==> src/rtl/anthill_uart_tx_arb.sv <==
// Round-robin arbiter and 8N1 serializer sharing one UART transmit line between
// several byte-stream requesters. A requester may lock the line for a multi-byte packet.
module anthill_uart_tx_arb #(
    parameter int g_num_req = 2,
    parameter int g_clk_div = 868
) (
    input  logic                   CLK100MHZ,
    input  logic                   resetn,
    input  logic [g_num_req-1:0]   req_valid_i,
    input  logic [8*g_num_req-1:0] req_data_i,
    input  logic [g_num_req-1:0]   req_last_i,
    output logic [g_num_req-1:0]   req_ready_o,
    output logic [g_num_req-1:0]   grant_o,
    output logic                   busy_o,
    output logic                   uart_txd_o
);
    localparam int IW = $clog2(g_num_req);
    localparam int CW = $clog2(g_clk_div);
    localparam logic [CW-1:0]        BAUD_LAST = CW'(g_clk_div - 1);
    localparam logic [IW-1:0]        REQ_LAST  = IW'(g_num_req - 1);
    localparam logic [g_num_req-1:0] ONE_HOT0  = g_num_req'(1);

    typedef enum logic [1:0] {S_IDLE, S_START, S_DATA, S_STOP} state_t;

    state_t        state;
    logic [IW-1:0] rr_ptr;
    logic [IW-1:0] lock_owner;
    logic          lock_held;
    logic [CW-1:0] baud_cnt;
    logic [2:0]    bit_idx;
    logic [7:0]    shift_byte;

    logic [IW-1:0] sel_idx;
    logic          sel_found;
    logic          hs;
    logic [7:0]    sel_data;
    logic [IW-1:0] rr_next;
    logic          bit_end;
    int            cand;

    // Walk from the highest offset down so the lowest offset from rr_ptr wins.
    always_comb begin
        sel_found = 1'b0;
        sel_idx   = '0;
        cand      = 0;
        if (lock_held) begin
            sel_found = req_valid_i[lock_owner];
            sel_idx   = lock_owner;
        end else begin
            for (int i = g_num_req - 1; i >= 0; i--) begin
                cand = int'(rr_ptr) + i;
                if (cand >= g_num_req) cand = cand - g_num_req;
                if (req_valid_i[IW'(cand)]) begin
                    sel_found = 1'b1;
                    sel_idx   = IW'(cand);
                end
            end
        end
    end

    // NOTE: ready is combinational, so it is also gated by resetn to read 0 while reset is held.
    assign hs       = resetn && (state == S_IDLE) && sel_found;
    assign sel_data = req_data_i[8*sel_idx +: 8];
    assign rr_next  = (sel_idx == REQ_LAST) ? '0 : sel_idx + IW'(1);
    assign bit_end  = (baud_cnt == BAUD_LAST);

    always_comb begin
        req_ready_o = '0;
        if (hs) req_ready_o[sel_idx] = 1'b1;
    end

    always_ff @(posedge CLK100MHZ) begin
        if (!resetn) begin
            state      <= S_IDLE;
            rr_ptr     <= '0;
            lock_held  <= 1'b0;
            lock_owner <= '0;
            baud_cnt   <= '0;
            bit_idx    <= '0;
            shift_byte <= '0;
            grant_o    <= '0;
            busy_o     <= 1'b0;
            uart_txd_o <= 1'b1;
        end else begin
            case (state)
                S_IDLE: begin
                    if (hs) begin
                        shift_byte <= sel_data;
                        grant_o    <= ONE_HOT0 << sel_idx;
                        busy_o     <= 1'b1;
                        uart_txd_o <= 1'b0;
                        baud_cnt   <= '0;
                        state      <= S_START;
                        if (req_last_i[sel_idx]) begin
                            lock_held <= 1'b0;
                            rr_ptr    <= rr_next;
                        end else begin
                            lock_held  <= 1'b1;
                            lock_owner <= sel_idx;
                        end
                    end
                end
                S_START: begin
                    if (bit_end) begin
                        baud_cnt   <= '0;
                        bit_idx    <= '0;
                        uart_txd_o <= shift_byte[0];
                        state      <= S_DATA;
                    end else begin
                        baud_cnt <= baud_cnt + CW'(1);
                    end
                end
                S_DATA: begin
                    if (bit_end) begin
                        baud_cnt <= '0;
                        if (bit_idx == 3'd7) begin
                            uart_txd_o <= 1'b1;
                            state      <= S_STOP;
                        end else begin
                            bit_idx    <= bit_idx + 3'd1;
                            uart_txd_o <= shift_byte[1];
                            shift_byte <= {1'b0, shift_byte[7:1]};
                        end
                    end else begin
                        baud_cnt <= baud_cnt + CW'(1);
                    end
                end
                S_STOP: begin
                    if (bit_end) begin
                        baud_cnt <= '0;
                        busy_o   <= 1'b0;
                        grant_o  <= lock_held ? (ONE_HOT0 << lock_owner) : '0;
                        state    <= S_IDLE;
                    end else begin
                        baud_cnt <= baud_cnt + CW'(1);
                    end
                end
                default: state <= S_IDLE;
            endcase
        end
    end
endmodule

==> config.mk <==
export PLATFORM = sky130hd
export DESIGN_NAME = anthill_uart_tx_arb
export DESIGN_NICKNAME = d
export VERILOG_FILES = /design/src/rtl/anthill_uart_tx_arb.sv
export SDC_FILE = /design/constraint.sdc
export NUM_CORES = 1
export LEC_CHECK = 0
export ABC_AREA = 1
export CAP_MARGIN = 20
export CORE_MARGIN = 2
export CORE_UTILIZATION = 50
export CTS_CLUSTER_SIZE = 25
export DETAILED_ROUTE_END_ITERATION = 12
export HOLD_SLACK_MARGIN = 0.06
export PLACE_DENSITY_LB_ADDON = 0.1
export RECOVER_POWER = 100
export SLEW_MARGIN = 20
export SYNTH_ARGS = -nofsm -noshare
export SYNTH_HDL_FRONTEND = slang
export SYNTH_SLANG_ARGS = --single-unit
==> constraint.sdc <==
create_clock -name CLK100MHZ -period 2.1 [get_ports CLK100MHZ]
set_input_delay 0.525 -clock CLK100MHZ [delete_from_list [all_inputs] [get_ports CLK100MHZ]]
set_output_delay 0.525 -clock CLK100MHZ [all_outputs]
set_load 0.02 [all_outputs]
==> impl_metrics.env <==
export IMPL_outcome="complete, no violations"
export IMPL_start_util=0.526
export IMPL_finalCritPeriodShare=0.973
export IMPL_holdWs_ps=453
export IMPL_viasPerCell=4.98
export IMPL_finalCriticalPeriod_ps=2040
export IMPL_synth_top_family_by_area="simple AND/OR/NAND/NOR gates"
export IMPL_cp_max_fo=3
export IMPL_async_flop_share=0
export IMPL_critPathKind="in -> out"
export IMPL_clk_latency_ps=280
export IMPL_synth_area_sq_mm=0.00195
export IMPL_synthAdderAreaFrac=0.0512
export IMPL_yosys_area_top_type="dfxtp_1"
export IMPL_fin_nets=381
export IMPL_skew_ps=5.59
export IMPL_synthMostInstantiatedCell="nand2_1"
export IMPL_rows=22
export IMPL_critPathLaunch="resetn"
export IMPL_max_vdd_ir_drop_uv=523
export IMPL_grt_total_usage=0.217
export IMPL_numPortBuffers=27
export IMPL_ys_top_cells_by_count="nand2_1, inv_1, nor2_1, dfxtp_1"
export IMPL_cts_hold_buf=0
export IMPL_worst_slew_pin_slew_ps=405
export IMPL_vias=1983
export IMPL_regArea_sq_um=601
export IMPL_multi_input_area_sq_mm=0.00107
export IMPL_cp_required_ps=1570
export IMPL_synth_compound_area_frac=0.109
export IMPL_drtIter0Drc=114
export IMPL_slew_viol_final=0
export IMPL_yosysUniqueCellTypes=24
export IMPL_drc=0
export IMPL_wl_mm=4.43
export IMPL_yosys_warnings=0
export IMPL_fillerInstances=376
export IMPL_coreArea_sq_mm=0.00372
export IMPL_antenna_cells=0
export IMPL_worstHoldStart="uart_txd_o"
export IMPL_antenna_found_initial=0
export IMPL_synthFlopType="dfxtp_1"
export IMPL_seq_area_frac_synth=0.307
export IMPL_yosys_top_cells_area="dfxtp_1, nand2_1, inv_1, nor2_1, nand3_1"
export IMPL_clk_pin_slew_ps=60
export IMPL_grt_pass1_wl_mm=7.37
export IMPL_slew_headroom=0.727
export IMPL_max_freq_mhz=490
export IMPL_die_w_um=66.5
export IMPL_cts_root_buf="clkbuf_8"
export IMPL_hold_viol=0
export IMPL_io_pins=28
export IMPL_post_dp_cell_area_sq_mm=0.00229
export IMPL_place_hpwl_mm=3.37
export IMPL_hp_class="reg -> reg"
export IMPL_fp_dieH_um=66.5
export IMPL_startpoint_type="input port"
export IMPL_stdcell_area_sq_mm=0.00235
export IMPL_ys_ff_latch=30
export IMPL_grt_ovfl_total=0
export IMPL_cts_made_buffers=5
export IMPL_first_pass_iters=6
export IMPL_clockBufferDepth=2
export IMPL_grt_max_degree=20
export IMPL_cp_arrival_ps=1520
export IMPL_r2r_setup_slack_ps=200
export IMPL_place_gp_congestion=0.895
export IMPL_drv_cap=0
export IMPL_setup_violations=0
export IMPL_wire_per_inst_um=11.1
export IMPL_synth_edf_count=0
export IMPL_cts_sinks=30
export IMPL_grt_pass1_vias=1719
export IMPL_syn_avg_cell_area_sq_um=6.20
export IMPL_synth_top_area_share=0.307
export IMPL_cts_max_level=2
export IMPL_power_density_mw_per_mm2=932
export IMPL_rsz0062_at_grt="no"
export IMPL_area_growth_synth_to_final_pct=20.3
export IMPL_netlist_instances=315
export IMPL_cts_tree="built"
export IMPL_r2r_start="baud_cnt[0]"
export IMPL_drive_gt1_frac=0.0714
export IMPL_post_cts_buffers=0
export IMPL_syn_nets=345
export IMPL_synth_xor_area_frac=0.00448
export IMPL_synthSimpleGateAreaFrac=0.393
export IMPL_dieArea_sq_mm=0.00442
export IMPL_ant_nets=0
export IMPL_end_kind="output pin"
export IMPL_leakagePower_nw=1.11
export IMPL_synth_area_mux_share=0
## per-stage QoR
stage / utilization / setup WS (ps) / setup TNS [ps] / total power, W / instances
global route: 0.632 / 9.48 / 0 / 0.00239 / 398
global placement: 0.617 / -402 / -774 / 0.00177 / 392
CTS: 0.637 / 36.5 / 0 / 0.00224 / 398
detailed placement: 0.617 / -401 / -773 / 0.00178 / 392
floorplan: - / 320 / 0 / 0.00150 / 315
finish: 0.632 / 57.2 / 0 / 0.00219 / 398
## layout make-up
cell class	count	share of cell area
repair buffers	38	0.145
clock buffers	6	0.0351
multi-input cells	225	0.457
inverters	51	0.0815
flip-flops and latches	30	0.256
well taps	48	0.0256
## timing repair
| item | 4_1_cts | 5_1_grt |
|---|---|---|
| gates cloned | 0 | 0 |
| setup endpoints to repair | 2 | 1 |
| resized for setup | 9 | 1 |
## cells in the final DEF (no fill, tap or decap)
master | Yosys | routed
nand3b_1 | 2 | 2
o21ai_0 | 23 | 22
xor2_1 | 1 | 1
buf_4 | 1 | 11
o21ai_1 | 0 | 1
dlygate4sd3_1 | 0 | 4
nand2_2 | 2 | 2
nor3_1 | 3 | 3
clkdlybuf4s50_1 | 0 | 21
inv_1 | 50 | 51
dfxtp_1 | 30 | 30
nor2_1 | 42 | 43
nand2_1 | 89 | 89
clkbuf_1 | 2 | 1
o21bai_1 | 1 | 1
a21oi_1 | 18 | 18
clkbuf_8 | 1 | 6
nor2_2 | 2 | 1
clkbuf_2 | 0 | 1
nand4_1 | 6 | 6
nand3_1 | 23 | 24
ha_1 | 8 | 8
nand2_4 | 2 | 2
nand3_2 | 1 | 1
nand3_4 | 2 | 1
## final timing paths
| path | cells past startpoint | endpoint |
|---|---|---|
| worst max-delay path | 6 | req_ready_o[1] |
| worst min-delay path | 2 | uart_txd_o |
| worst max register to register | 8 | shift_byte[4] |
| worst min register to register | 2 | uart_txd_o |
## per-layer routing
layer / vias up / global-route usage / wire length (um)
met4: 0 / 0.0765 / 51
met3: 4 / 0.0456 / 167
li1: 1053 / - / -
met1: 893 / 0.280 / 2170
met5: - / 0 / 0
met2: 33 / 0.356 / 2040
## flip-flops by register name (all words and copies together), names as in the netlist
register	cells
lock_owner	1
uart_txd_o	1
grant_o	2
rr_ptr	1
state	2
baud_cnt	10
busy_o	1
bit_idx	3
shift_byte	8
lock_held	1
## critical path, cell delays in order
cell and delay (ps):
clkdlybuf4s50_1 480, nand2_1 50, inv_1 90, nand3_4 90, nor2_1 130, buf_4 160
## where the power goes
group          total [W]  switching, W  internal, W
clock           0.000453      0.000201     0.000252
combinational    0.00101      0.000614     0.000395
sequential      0.000727     0.0000495     0.000678
## logic make-up (layout without fill, tap and decap cells)
family,after synthesis,in the layout
and+or+nand+nor,174,174
xor gates and xnor gates,1,1
DFF,30,30
AOI/OAI and AO/OA,42,42
buffers and inverters,60,95
adders and majority gates,8,8
Note: power is estimated with default switching activity, not from simulation.
